## src/rtl/spi_reg_access.sv

```systemverilog
// Byte-level command decoder behind an SPI slave byte engine. It turns each SSEL frame into
// register-bus writes or reads with address auto-increment, and supplies the next byte to shift out.
module spi_reg_access #(
  parameter int         NUM_REGS    = 128,
  parameter logic [7:0] STATUS_BYTE = 8'hA5,
  parameter logic [7:0] OOR_BYTE    = 8'hFF
) (
  input  logic       clk,
  input  logic       reset,
  input  logic       SSEL,
  input  logic [7:0] rx,
  input  logic       byte_received,
  output logic [7:0] tx,
  output logic       read_tx,
  output logic       wr_en,
  output logic [6:0] wr_addr,
  output logic [7:0] wr_data,
  output logic       rd_en,
  output logic [6:0] rd_addr,
  input  logic [7:0] rd_data,
  output logic       cmd_err
);

  typedef enum logic [2:0] {
    IDLE,
    CMD,
    WR,
    RD_REQ,
    RD_CAP,
    RD
  } state_t;

  state_t     state;
  logic [6:0] addr;
  logic       ssel_meta;
  logic       ssel_sync;
  logic       frame_act;

  function automatic logic in_range(input logic [6:0] a);
    return ({25'd0, a} < 32'(NUM_REGS));
  endfunction

  // NOTE: the synchroniser resets to the inactive (high) level so that releasing reset
  // with SSEL already low is seen as a fresh frame start, never as a frame in progress.
  always_ff @(posedge clk or posedge reset) begin
    if (reset) begin
      ssel_meta <= 1'b1;
      ssel_sync <= 1'b1;
    end else begin
      ssel_meta <= SSEL;
      ssel_sync <= ssel_meta;
    end
  end

  assign frame_act = ~ssel_sync;

  // NOTE: strobes default low at the top of every cycle, so each one is a single-cycle
  // pulse unless a branch below explicitly re-asserts it.
  always_ff @(posedge clk or posedge reset) begin
    if (reset) begin
      state   <= IDLE;
      addr    <= '0;
      tx      <= STATUS_BYTE;
      read_tx <= 1'b0;
      wr_en   <= 1'b0;
      wr_addr <= '0;
      wr_data <= '0;
      rd_en   <= 1'b0;
      rd_addr <= '0;
      cmd_err <= 1'b0;
    end else begin
      wr_en   <= 1'b0;
      rd_en   <= 1'b0;
      read_tx <= 1'b0;

      // Frame end has priority over any byte arriving in the same cycle.
      if (!frame_act) begin
        state <= IDLE;
        tx    <= STATUS_BYTE;
      end else begin
        unique case (state)
          IDLE: begin
            state   <= CMD;
            tx      <= STATUS_BYTE;
            cmd_err <= 1'b0;
          end

          CMD: begin
            if (byte_received) begin
              addr <= rx[6:0];
              if (rx[7]) begin
                state <= WR;
                tx    <= 8'h00;
              end else begin
                state   <= RD_REQ;
                rd_en   <= in_range(rx[6:0]);
                rd_addr <= rx[6:0];
              end
            end
          end

          WR: begin
            if (byte_received) begin
              if (in_range(addr)) begin
                wr_en   <= 1'b1;
                wr_addr <= addr;
                wr_data <= rx;
              end else begin
                cmd_err <= 1'b1;
              end
              addr <= addr + 7'd1;
            end
          end

          RD_REQ: state <= RD_CAP;

          // rd_data is valid here, exactly one cycle after rd_en.
          RD_CAP: begin
            if (in_range(addr)) begin
              tx <= rd_data;
            end else begin
              tx      <= OOR_BYTE;
              cmd_err <= 1'b1;
            end
            read_tx <= 1'b1;
            addr    <= addr + 7'd1;
            state   <= RD;
          end

          RD: begin
            if (byte_received) begin
              state   <= RD_REQ;
              rd_en   <= in_range(addr);
              rd_addr <= addr;
            end
          end

          default: state <= IDLE;
        endcase
      end
    end
  end

endmodule

```

## config.mk

```make
export PLATFORM = sky130hd
export DESIGN_NAME = spi_reg_access
export DESIGN_NICKNAME = d
export VERILOG_FILES = /design/src/rtl/spi_reg_access.sv
export SDC_FILE = /design/constraint.sdc
export NUM_CORES = 1
export LEC_CHECK = 0
export BUFFER_PORTS_ARGS = -buffer_cell sky130_fd_sc_hd__buf_2
export CAP_MARGIN = 25
export CORE_MARGIN = 3
export CORE_UTILIZATION = 49
export CTS_BUF_LIST = sky130_fd_sc_hd__clkbuf_8
export DETAILED_ROUTE_END_ITERATION = 6
export PLACE_DENSITY = 0.8
export SYNTH_ARGS = -nofsm -noshare
export SYNTH_HDL_FRONTEND = slang
export SYNTH_SLANG_ARGS = --single-unit
```

## constraint.sdc

```tcl
create_clock -name clk -period 1.7 [get_ports clk]
set_clock_uncertainty 0.05 [all_clocks]
set_input_delay 0.34 -clock clk [delete_from_list [all_inputs] [get_ports clk]]
set_output_delay 0.34 -clock clk [all_outputs]
set_load 0.02 [all_outputs]
```

==> results.cfg <==
[clock_tree]
htree_levels = 2
root_buffer = clkbuf_8
cts_tree = yes
cts_sinks = 45
clk_path_buf_depth = 2
clk_pin_slew_worst_paths_ns = 0.08
clk_latency_ns = 0.29
cts_buffers = 5

[routing]
vias = 1577
drc = 0
dr_wl_met3_um = 213
highest_layer = met4
wl_met2_um = 2200
met1_length_um = 1970
routedWlPerCell_um = 14.8
wl_um = 4400
viasPerCell = 5.31
antenna_left = 0
drt_pass1_iterations = 4
first_iter_violations = 101

[finish]
final_util = 0.677
drive_gt1_frac = 0.430
multi_input_area_sq_um = 845
seqCellArea_sq_um = 1140
n_antenna_cell = 0
nNetsFinal = 269
area_delta_synth_final_pct = 27.5
fill_cells = 299

[power]
p_leak_nw = 1.33
p_seq_frac = 0.464
peakVddDrop_uv = 777
swShare = 0.324
p_comb_frac = 0.292
clkPwrFrac = 0.244
total_power_mw = 3.19
internal_power_mw = 2.16
power.density_nw_per_um2 = 1220
p_sw_mw = 1.04

[placed_design]
dp_hpwl_um = 3020
gp_congestion = 0.781
dpl_worst_slack_ns = -0.0590
io_buffers = 52

[logic_synthesis]
synth_top_area_cell = dfrtp_1
synth_most_common_cell = dfrtp_1
yosysSeqAreaShare = 0.554
synth_xor_area_frac = 0.00428
synth.top_cell.area_share = 0.477
synth_compound_area_frac = 0.125
synth_cell_types = 37
netlist_area_sq_um = 2050
async_reset_ff_frac = 1.00
synth-simple-area-share = 0.138
syn_nets = 200
synth-edff-count = 0
yosys-top-cells-area = dfrtp_1, mux2_4, dfstp_2, mux2i_1, nand2_1
synth_mux_area_frac = 0.125
synth_top_family_by_area = simple AND/OR/NAND/NOR gates
syn_area_per_cell_sq_um = 11.4
post_synth_fa_ha_maj_area_fraction = 0.00611
ys_top_cells_by_count = dfrtp_1, nand2_1, a21oi_1, o21ai_0, mux2_4
netlist_instances = 179
synth_top_flop_cell = dfrtp_1
yosys_warnings = 0
synth-seq-cells = 45

[worst_setup_path]
cpPeakStageDelay_ns = 0.62
cp-start-kind = flip-flop
path_delay_family = simple AND/OR/NAND/NOR gates
worstPathArrival_ns = 1.80
cp_slowest_cell = or4b_4
path_cells = nand2b_4 > or4b_4 > mux2_4
worstSetupEndpointType = flip-flop
crit_buf_inv = 0
crit_type = flip-flop to flip-flop
crit_fanout = 10
critPathRequiredTime_ns = 1.83

[outcome]
status = finished clean

[floorplanning]
die_area_sq_um = 4990
die_height_um = 70.6
chipWidth_um = 70.6
coreArea_sq_um = 3850
num_io_pins = 54
start_util = 0.531
core.rowCount = 22

[min_path]
hold_class = input port to flip-flop

[global_routing]
grt_overflow_total = 0
grt_usage = 0.177
grt_max_degree = 45
antenna_found_initial = 0
grt_pass1_wl_um = 7060
grt_pass1_vias = 1456

[run]
max_cap_violations = 0

[timing]
setup_slack_ns = 0.0293
period_share = 0.983
setup_viol = 0
hold_viol = 0
rsz0062_at_grt = true
slew_violations = 0
max_freq_mhz = 599
period_needed_ns = 1.67
holdWs_ns = 0.0987
tns_ns = 0
==> layer usage <==
| layer | vias up | track usage |
|---|---|---|
| met1 | 767 | 0.237 |
| met5 | - | 0 |
| met4 | 0 | 0.0313 |
| met3 | 2 | 0.0582 |
| met2 | 45 | 0.287 |
| li1 | 763 | - |
==> layout by cell type (no fill, tap or decap), types with 2 or more instances in the layout <==
cell | netlist | layout
buf_2 | 6 | 54
dfrtp_1 | 39 | 37
nand2_1 | 19 | 19
buf_4 | 2 | 14
mux2_4 | 11 | 12
o21ai_0 | 12 | 12
a21oi_1 | 12 | 11
nor2_1 | 10 | 10
inv_1 | 8 | 8
mux2i_1 | 8 | 8
dfstp_2 | 6 | 6
clkbuf_8 | 0 | 5
o22ai_1 | 4 | 4
a2bb2oi_1 | 4 | 4
a22o_1 | 4 | 4
nand2b_1 | 3 | 3
nand3b_1 | 3 | 3
nand3_1 | 3 | 3
nor3b_1 | 3 | 3
or4b_4 | 1 | 2
or2_2 | 2 | 2
o22a_1 | 2 | 2
buf_6 | 1 | 2
dfrtp_2 | 0 | 2
==> path summary, 6_finish.rpt <==
path | slack [ns] | endpoint | cells past startpoint | startpoint
min in group asynchronous | 0.38 | read_tx | 3 | reset
worst min register to register | 0.31 | ssel_sync | 0 | ssel_meta
max in group asynchronous | 0.74 | ssel_meta | 4 | reset
worst min-delay path | 0.1 | ssel_meta | 1 | SSEL
worst max-delay path | 0.03 | wr_addr[0] | 3 | state[2]
worst max register to register | 0.03 | wr_addr[0] | 3 | state[2]
==> sequential cells by signal, summed over array words and instances (netlist names) <==
signal,flops
ssel_sync,1
addr,7
wr_en,1
ssel_meta,1
state,3
rd_addr,7
read_tx,1
wr_addr,7
wr_data,8
rd_en,1
tx,8
==> worst register-to-register path: stages (launching register included) <==
cell,delay [ns]
dfrtp_1,0.39
nand2b_4,0.16
or4b_4,0.62
mux2_4,0.34
==> per-stage QoR <==
| stage | cells | area, sq um |
|---|---|---|
| after floorplan | 179 | 2060 |
| after global placement | 283 | 2430 |
| after detailed placement | 283 | 2430 |
| after CTS | 293 | 2560 |
| after global routing | 297 | 2610 |
| final | 297 | 2610 |
==> kinds of logic (layout without fill, tap and decap cells) <==
logic type / count (synthesis) / count (layout)
AND/OR/NAND/NOR: 51 / 52
flip-flops: 45 / 45
AO/OA/AOI/OAI: 41 / 41
multiplexers: 20 / 20
buffers and inverters: 19 / 88
adder cells (fa/ha/maj): 1 / 1
other: 1 / 1
XOR/XNOR: 1 / 1
==> what timing repair did <==
action,4_1_cts,5_1_grt
endpoints found under the setup margin,22,24
setup buffers,0,2
hold buffers,1,0
pin swaps,1,2
gates cloned,1,2
gates resized for setup,2,7
endpoints found under the hold margin,1,0
==> power by group through the flow <==
stage          Sequential, mW  Combinational, mW  Clock (mW)
2_1_floorplan            1.70              0.395           0
3_3_place_gp             1.49              0.896           0
3_5_place_dp             1.50              0.922           0
4_1_cts                  1.48              0.928       0.803
5_1_grt                  1.52               1.01       0.855
6_report                 1.48              0.934       0.780
==> cell type report <==
| cell class | count | share of cell area |
|---|---|---|
| Inverter | 8 | 0.0115 |
| Tap cell | 48 | 0.0230 |
| Clock inverter | 3 | 0.0163 |
| Multi-Input combinational cell | 116 | 0.324 |
| Sequential cell | 45 | 0.435 |
| Timing Repair Buffer | 72 | 0.164 |
| Clock buffer | 5 | 0.0264 |
No activity file was read; power rests on OpenSTA's default activity.
